<file path="src/rtl/div_pkg.sv">
// Shared definitions for the iterative RV64M divider: FSM states, funct3
// encodings and iteration counts.
package div_pkg;

    typedef enum logic [1:0] {
        S_IDLE  = 2'd0,
        S_CALC  = 2'd1,
        S_FIXUP = 2'd2,
        S_DONE  = 2'd3
    } div_state_t;

    localparam logic [2:0] F3_DIV  = 3'b100;
    localparam logic [2:0] F3_DIVU = 3'b101;
    localparam logic [2:0] F3_REM  = 3'b110;
    localparam logic [2:0] F3_REMU = 3'b111;

    localparam int N_DWORD = 64;
    localparam int N_WORD  = 32;

endpackage

</file>
<file path="src/rtl/div_step.sv">
// One radix-2 restoring division step: shift {rem, quo} left by one,
// trial-subtract the divisor and keep the difference when it is non-negative.
module div_step #(
    parameter int W = 64
) (
    input  logic [W-1:0] rem,
    input  logic [W-1:0] quo,
    input  logic [W-1:0] divisor,
    output logic [W-1:0] remNext,
    output logic [W-1:0] quoNext
);

    logic [W:0] trial;
    logic [W:0] diff;

    // trial < 2*divisor, so bit W of the difference is a clean borrow flag
    assign trial   = {rem, quo[W-1]};
    assign diff    = trial - {1'b0, divisor};
    assign remNext = diff[W] ? trial[W-1:0] : diff[W-1:0];
    assign quoNext = {quo[W-2:0], ~diff[W]};

endmodule

</file>
<file path="src/rtl/div_seq.sv">
// Multi-cycle DIV/DIVU/REM/REMU (and W-form) unit for the execute stage;
// holds the pipeline via stall_o until the registered result is ready.
module div_seq #(
    parameter int XLEN = 64
) (
    input  logic            clk,
    input  logic            rst_n,
    input  logic            start_i,
    input  logic [2:0]      funct3_i,
    input  logic            is_word_op_i,
    input  logic [XLEN-1:0] a_i,
    input  logic [XLEN-1:0] b_i,
    input  logic            flush_i,
    output logic            stall_o,
    output logic            busy_o,
    output logic            done_o,
    output logic [XLEN-1:0] result_o
);
    import div_pkg::*;

    localparam logic [5:0]      CNT_DWORD = 6'(N_DWORD - 1);
    localparam logic [5:0]      CNT_WORD  = 6'(N_WORD - 1);
    localparam logic [XLEN-1:0] DWORD_MIN = {1'b1, {(XLEN-1){1'b0}}};
    localparam logic [XLEN-1:0] WORD_MIN  = {{(XLEN-31){1'b1}}, 31'b0};

    function automatic logic [XLEN-1:0] negateIf(input logic [XLEN-1:0] v, input logic en);
        return en ? -v : v;
    endfunction

    function automatic logic [XLEN-1:0] wordExt(input logic [XLEN-1:0] v, input logic isWord);
        return isWord ? {{(XLEN-32){v[31]}}, v[31:0]} : v;
    endfunction

    div_state_t      state, stateNext;
    logic [XLEN-1:0] remReg, quoReg, divisorReg, resultReg;
    logic [XLEN-1:0] remNext, quoNext;
    logic [5:0]      stepCnt;
    logic            negQ, negR, remSel, wordOp;

    logic            isSigned, accept, divByZero, overflow, special;
    logic [XLEN-1:0] aExt, bExt, aMag, bMag, specialRes;
    logic            aNeg, bNeg;

    // Operand decode at the effective width, used only when accepting in IDLE
    assign isSigned = ~funct3_i[0];
    assign aExt = is_word_op_i ? {{(XLEN-32){isSigned & a_i[31]}}, a_i[31:0]} : a_i;
    assign bExt = is_word_op_i ? {{(XLEN-32){isSigned & b_i[31]}}, b_i[31:0]} : b_i;
    assign aNeg = isSigned & aExt[XLEN-1];
    assign bNeg = isSigned & bExt[XLEN-1];
    assign aMag = negateIf(aExt, aNeg);
    assign bMag = negateIf(bExt, bNeg);

    assign divByZero  = (bExt == '0);
    assign overflow   = isSigned && (bExt == '1) &&
                        (aExt == (is_word_op_i ? WORD_MIN : DWORD_MIN));
    assign special    = divByZero | overflow;
    assign specialRes = divByZero ? (funct3_i[1] ? aExt : '1)
                                  : (funct3_i[1] ? '0   : aExt);

    assign accept = (state == S_IDLE) && start_i && !flush_i;

    div_step #(.W(XLEN)) uStep (
        .rem     (remReg),
        .quo     (quoReg),
        .divisor (divisorReg),
        .remNext (remNext),
        .quoNext (quoNext)
    );

    always_comb begin
        stateNext = state;
        case (state)
            S_IDLE:  if (accept) stateNext = special ? S_DONE : S_CALC;
            S_CALC:  if (stepCnt == '0) stateNext = S_FIXUP;
            S_FIXUP: stateNext = S_DONE;
            S_DONE:  stateNext = S_IDLE;
            default: stateNext = S_IDLE;
        endcase
        if (flush_i) stateNext = S_IDLE;
    end

    always_ff @(posedge clk) begin
        if (!rst_n) begin
            state      <= S_IDLE;
            remReg     <= '0;
            quoReg     <= '0;
            divisorReg <= '0;
            resultReg  <= '0;
            stepCnt    <= '0;
            negQ       <= 1'b0;
            negR       <= 1'b0;
            remSel     <= 1'b0;
            wordOp     <= 1'b0;
        end else begin
            state <= stateNext;
            case (state)
                S_IDLE: begin
                    if (accept) begin
                        negQ       <= aNeg ^ bNeg;
                        negR       <= aNeg;
                        remSel     <= funct3_i[1];
                        wordOp     <= is_word_op_i;
                        remReg     <= '0;
                        // W-form dividend sits in the top half so 32 steps consume it
                        quoReg     <= is_word_op_i ? {aMag[31:0], 32'b0} : aMag;
                        divisorReg <= bMag;
                        stepCnt    <= is_word_op_i ? CNT_WORD : CNT_DWORD;
                        if (special) resultReg <= wordExt(specialRes, is_word_op_i);
                    end
                end
                S_CALC: begin
                    remReg  <= remNext;
                    quoReg  <= quoNext;
                    stepCnt <= stepCnt - 6'd1;
                end
                S_FIXUP: begin
                    if (!flush_i)
                        resultReg <= wordExt(remSel ? negateIf(remReg, negR)
                                                    : negateIf(quoReg, negQ), wordOp);
                end
                default: ;
            endcase
        end
    end

    assign busy_o   = (state == S_CALC) || (state == S_FIXUP);
    assign stall_o  = busy_o || accept;
    assign done_o   = (state == S_DONE);
    assign result_o = resultReg;

endmodule

</file>
<file path="config.mk">
export PLATFORM = sky130hd
export DESIGN_NAME = div_seq
export DESIGN_NICKNAME = d
export VERILOG_FILES = /design/src/rtl/div_pkg.sv /design/src/rtl/div_step.sv /design/src/rtl/div_seq.sv
export SDC_FILE = /design/constraint.sdc
export NUM_CORES = 1
export LEC_CHECK = 0
export CAP_MARGIN = 30
export CORE_ASPECT_RATIO = 1.1
export CORE_MARGIN = 2
export CORE_UTILIZATION = 40
export DETAILED_ROUTE_END_ITERATION = 16
export PLACE_DENSITY = 0.61
export SYNTH_ARGS = -nofsm -noshare
export SYNTH_HDL_FRONTEND = slang
export SYNTH_HIERARCHICAL = 1
export SYNTH_SLANG_ARGS = --single-unit
</file>
<file path="constraint.sdc">
create_clock -name clk -period 4.4 [get_ports clk]
set_clock_uncertainty 0.05 [all_clocks]
set_input_delay 0.66 -clock clk [delete_from_list [all_inputs] [get_ports clk]]
set_output_delay 0.66 -clock clk [all_outputs]
set_load 0.1 [all_outputs]
</file>
==> results.sh <==
export IMPL_post_route_util=0.4777
export IMPL_final_max_slew_viol_count=0
export IMPL_avgViaCountPerCell=6.348
export IMPL_max_cap_violations=0
export IMPL_clockBufferDepth=3
export IMPL_insertion_delay_ns=0.57
export IMPL_synth_warnings=6
export IMPL_fin_nets=3597
export IMPL_leading_cell_types_in_the_layout_fill_and_taps_excluded="nor2_1, dfxtp_1, nand2_1"
export IMPL_fillCellCount=5994
export IMPL_placement_rows=94
export IMPL_synth_top_area_cell="dfxtp_1"
export IMPL_synthTopCellsByArea="dfxtp_1, xnor2_1, a21oi_1"
export IMPL_die_area_um2=62620
export IMPL_grt_use_total=0.3205
export IMPL_drive_above_1_share=0.1049
export IMPL_timing_max_slew_rel_slack=0.3282
export IMPL_cts_root_buffer_type="clkbuf_16"
export IMPL_ant_nets=0
export IMPL_placeableCoreArea_um2=59860
export IMPL_post_route_worst_setup_slack_ns=0.1417
export IMPL_power_density_cell_area_nw_per_um2=272.3
export IMPL_power_ir_vdd_worst_uv=200.1
export IMPL_worstHoldEndpoint="divisorReg[62]$_SDFFE_PN0P_"
export IMPL_r2r_end="remReg[63]$_SDFFE_PN0P_"
export IMPL_critPathCaptureType="flop"
export IMPL_area_growth_pct=17.91
export IMPL_timing_worst_setup_path_type="reg2reg"
export IMPL_synth_ff_latch_count=268
export IMPL_worst_hold_path_num_cells=2
export IMPL_crit_path_start_kind="flop"
export IMPL_synth_seq_area_share=0.2212
export IMPL_fmaxAchievable_ghz=0.2348
export IMPL_antenna_found_initial=6
export IMPL_p_leak_uw=0.01081
export IMPL_count_of_buffers_from_port_buffering=201
export IMPL_slew_of_the_pin_with_the_lowest_slew_margin_ns=1.005
export IMPL_ys_async_sr_fraction=0
export IMPL_worstReg2RegStart="remReg[3]$_SDFFE_PN0P_"
export IMPL_synthFlopType="dfxtp_1"
export IMPL_yosys_area_top_type_share=0.2212
export IMPL_clock_tree_htree_level_count=2
export IMPL_final_period_utilization=0.9678
export IMPL_first_global_vias=24840
export IMPL_finalHoldViolCount=0
export IMPL_timing_critical_path_arrival_ns=4.64
export IMPL_via_count=26550
export IMPL_synth_edff_count=0
export IMPL_initial_core_utilization=0.4051
export IMPL_cts_sink_count=268
export IMPL_met2_usage=0.5081
export IMPL_use_met1=0.4436
export IMPL_grt_start_max_net_pins=73
export IMPL_place_detailed_hpwl_um=79710
export IMPL_number_of_buffers_added_by_the_clock_tree_synthesis_step=36
export IMPL_routed_wire_length_per_instance_um=24.90
export IMPL_grt_pass1_wl_um=155500
export IMPL_hold_path_startpoint="divisorReg[62]$_SDFFE_PN0P_"
export IMPL_syn_num_nets=3489
export IMPL_totalWireLength_um=104100
export IMPL_die_width_um=238.8
export IMPL_cts_hold_fix_buffers=0
export IMPL_synth_lib_cells_used_distinct=87
export IMPL_synth_area_per_inst_um2=7.403
export IMPL_initialDrtViolationCount=3051
export IMPL_worstHoldPathType="reg2reg"
export IMPL_gp_routability_congestion=0.9658
export IMPL_clkTransAtPathRegs_ns=0.06
export IMPL_drt_pre_antenna_iters=7
export IMPL_syn_inst=3276
export IMPL_dieHeight_um=262.3
export IMPL_global_route_overflow_total=0
export IMPL_critPathRequiredTime_ns=4.79
export IMPL_worstRegToRegCells=13
export IMPL_timing_final_setup_violations=0
export IMPL_grt_busiest_layer="met2"
export IMPL_cts_tree="yes"
export IMPL_detail_route_drc_violations=0
export IMPL_rrSetupSlack_ns=0.14
export IMPL_boundaryPins=203
export IMPL_outcome="completed"
export IMPL_rsz_0062_raised_after_global_routing="false"
export IMPL_critPathMaxFanout=7
export IMPL_final_common_cell="nor2_1"
export IMPL_synthesis_area_um2=24250
export IMPL_fin_crit_ns=4.258
export IMPL_global_route_usage_met3=0.04503
export IMPL_dp_worst_setup_slack_ns=-0.06786
cell type report:
cell class / count / area, um^2 / share of cell area
Antenna cell: 2 / 5.005 / 0.0001750
Inverter: 139 / 526.8 / 0.01842
Timing Repair Buffer: 378 / 3526 / 0.1233
Clock inverter: 12 / 178.9 / 0.006257
Tap cell: 768 / 960.9 / 0.03360
Clock buffer: 54 / 1081 / 0.03780
Sequential cell: 268 / 5369 / 0.1877
Multi-Input combinational cell: 2561 / 16950 / 0.5927
cell families (layout without fill, tap and decap cells):
group                    count (synthesis)  count (layout)  share of synthesized area
buffers and inverters                  447             583                    0.08301
multiplexers                            87              87                    0.04834
AO/OA/AOI/OAI                         1066            1066                     0.2866
adder cells (fa/ha/maj)                125             125                    0.05984
AND/OR/NAND/NOR                        997             997                     0.1977
flip-flops                             268             268                     0.2212
other                                    0               2                          0
XOR/XNOR                               286             286                     0.1033
per-stage QoR:
| step | setup TNS (ns) | area, um^2 | hold slack (ns) | power, uW | instances |
|---|---|---|---|---|---|
| after detailed placement | -0.06786 | 27320 | 0.3976 | 4573 | 4113 |
| after floorplan | 0 | 24250 | 0.3819 | 3880 | 3276 |
| after global routing | 0 | 28600 | 0.4196 | 8079 | 4182 |
| after global placement | -0.04359 | 27290 | 0.3965 | 4544 | 4112 |
| after CTS | 0 | 28580 | 0.3856 | 7781 | 4179 |
| final | 0 | 28600 | 0.4047 | 7786 | 4182 |
worst max-delay path: stages (launching register included):
cell and delay [ns]:
dfxtp_1 0.49, ha_1 0.34, a21oi_1 0.36, o21ai_0 0.24, o211ai_1 0.26, nand4_1 0.30, a211oi_1 0.58, o41ai_2 0.21
a221oi_2 0.44, o31ai_1 0.19, xor2_1 0.17, mux2_2 0.28, a22oi_1 0.15, nor2_1 0.05
metal layers:
metal	routed length (um)	up-vias	part of all wire
met5	13	-	0.00012
met3	8593	192	0.083
met4	3625	2	0.035
met1	44880	12800	0.43
li1	-	12200	-
met2	47010	1358	0.45
how the worst max path moves through the flow:
| stage | from | endpoint | cells past startpoint |
|---|---|---|---|
| finish | remReg[3]$_SDFFE_PN0P_ | remReg[63]$_SDFFE_PN0P_ | 13 |
| floorplan | quoReg[63]$_SDFFE_PN0P_ | remReg[10]$_SDFFE_PN0P_ | 17 |
| detailed placement | a_i[21] | quoReg[60]$_SDFFE_PN0P_ | 10 |
| CTS | quoReg[63]$_SDFFE_PN0P_ | remReg[61]$_SDFFE_PN0P_ | 17 |
| global placement | a_i[21] | quoReg[60]$_SDFFE_PN0P_ | 10 |
| global route | quoReg[63]$_SDFFE_PN0P_ | remReg[61]$_SDFFE_PN0P_ | 18 |
power breakdown:
part	internal (uW)	switching (uW)	total, uW
sequential	2530	142	2670
clock	1940	1260	3200
combinational	693	1220	1920
flip-flops by register name, summed over array words and instances (netlist names):
name,count
remSel,1
negQ,1
stepCnt,6
wordOp,1
remReg,64
quoReg,64
divisorReg,64
state,2
result_o,64
negR,1
Yosys cell counts, types with 76 or more instances:
| cell | count |
|---|---|
| xnor2_1 | 150 |
| o21ai_0 | 247 |
| inv_1 | 137 |
| a22oi_1 | 76 |
| ha_1 | 76 |
| dfxtp_1 | 268 |
| a21oi_1 | 252 |
| nand2_1 | 264 |
| xor2_1 | 136 |
| clkbuf_1 | 192 |
| nor3_1 | 86 |
| nor2_1 | 312 |
repair_timing:
action                     in CTS  in global routing
hold endpoints to repair        0                  0
setup endpoints to repair       0                 36
buffers inserted                0                  1
resized for setup               0                  1
Note: power is estimated with default switching activity, not from simulation.
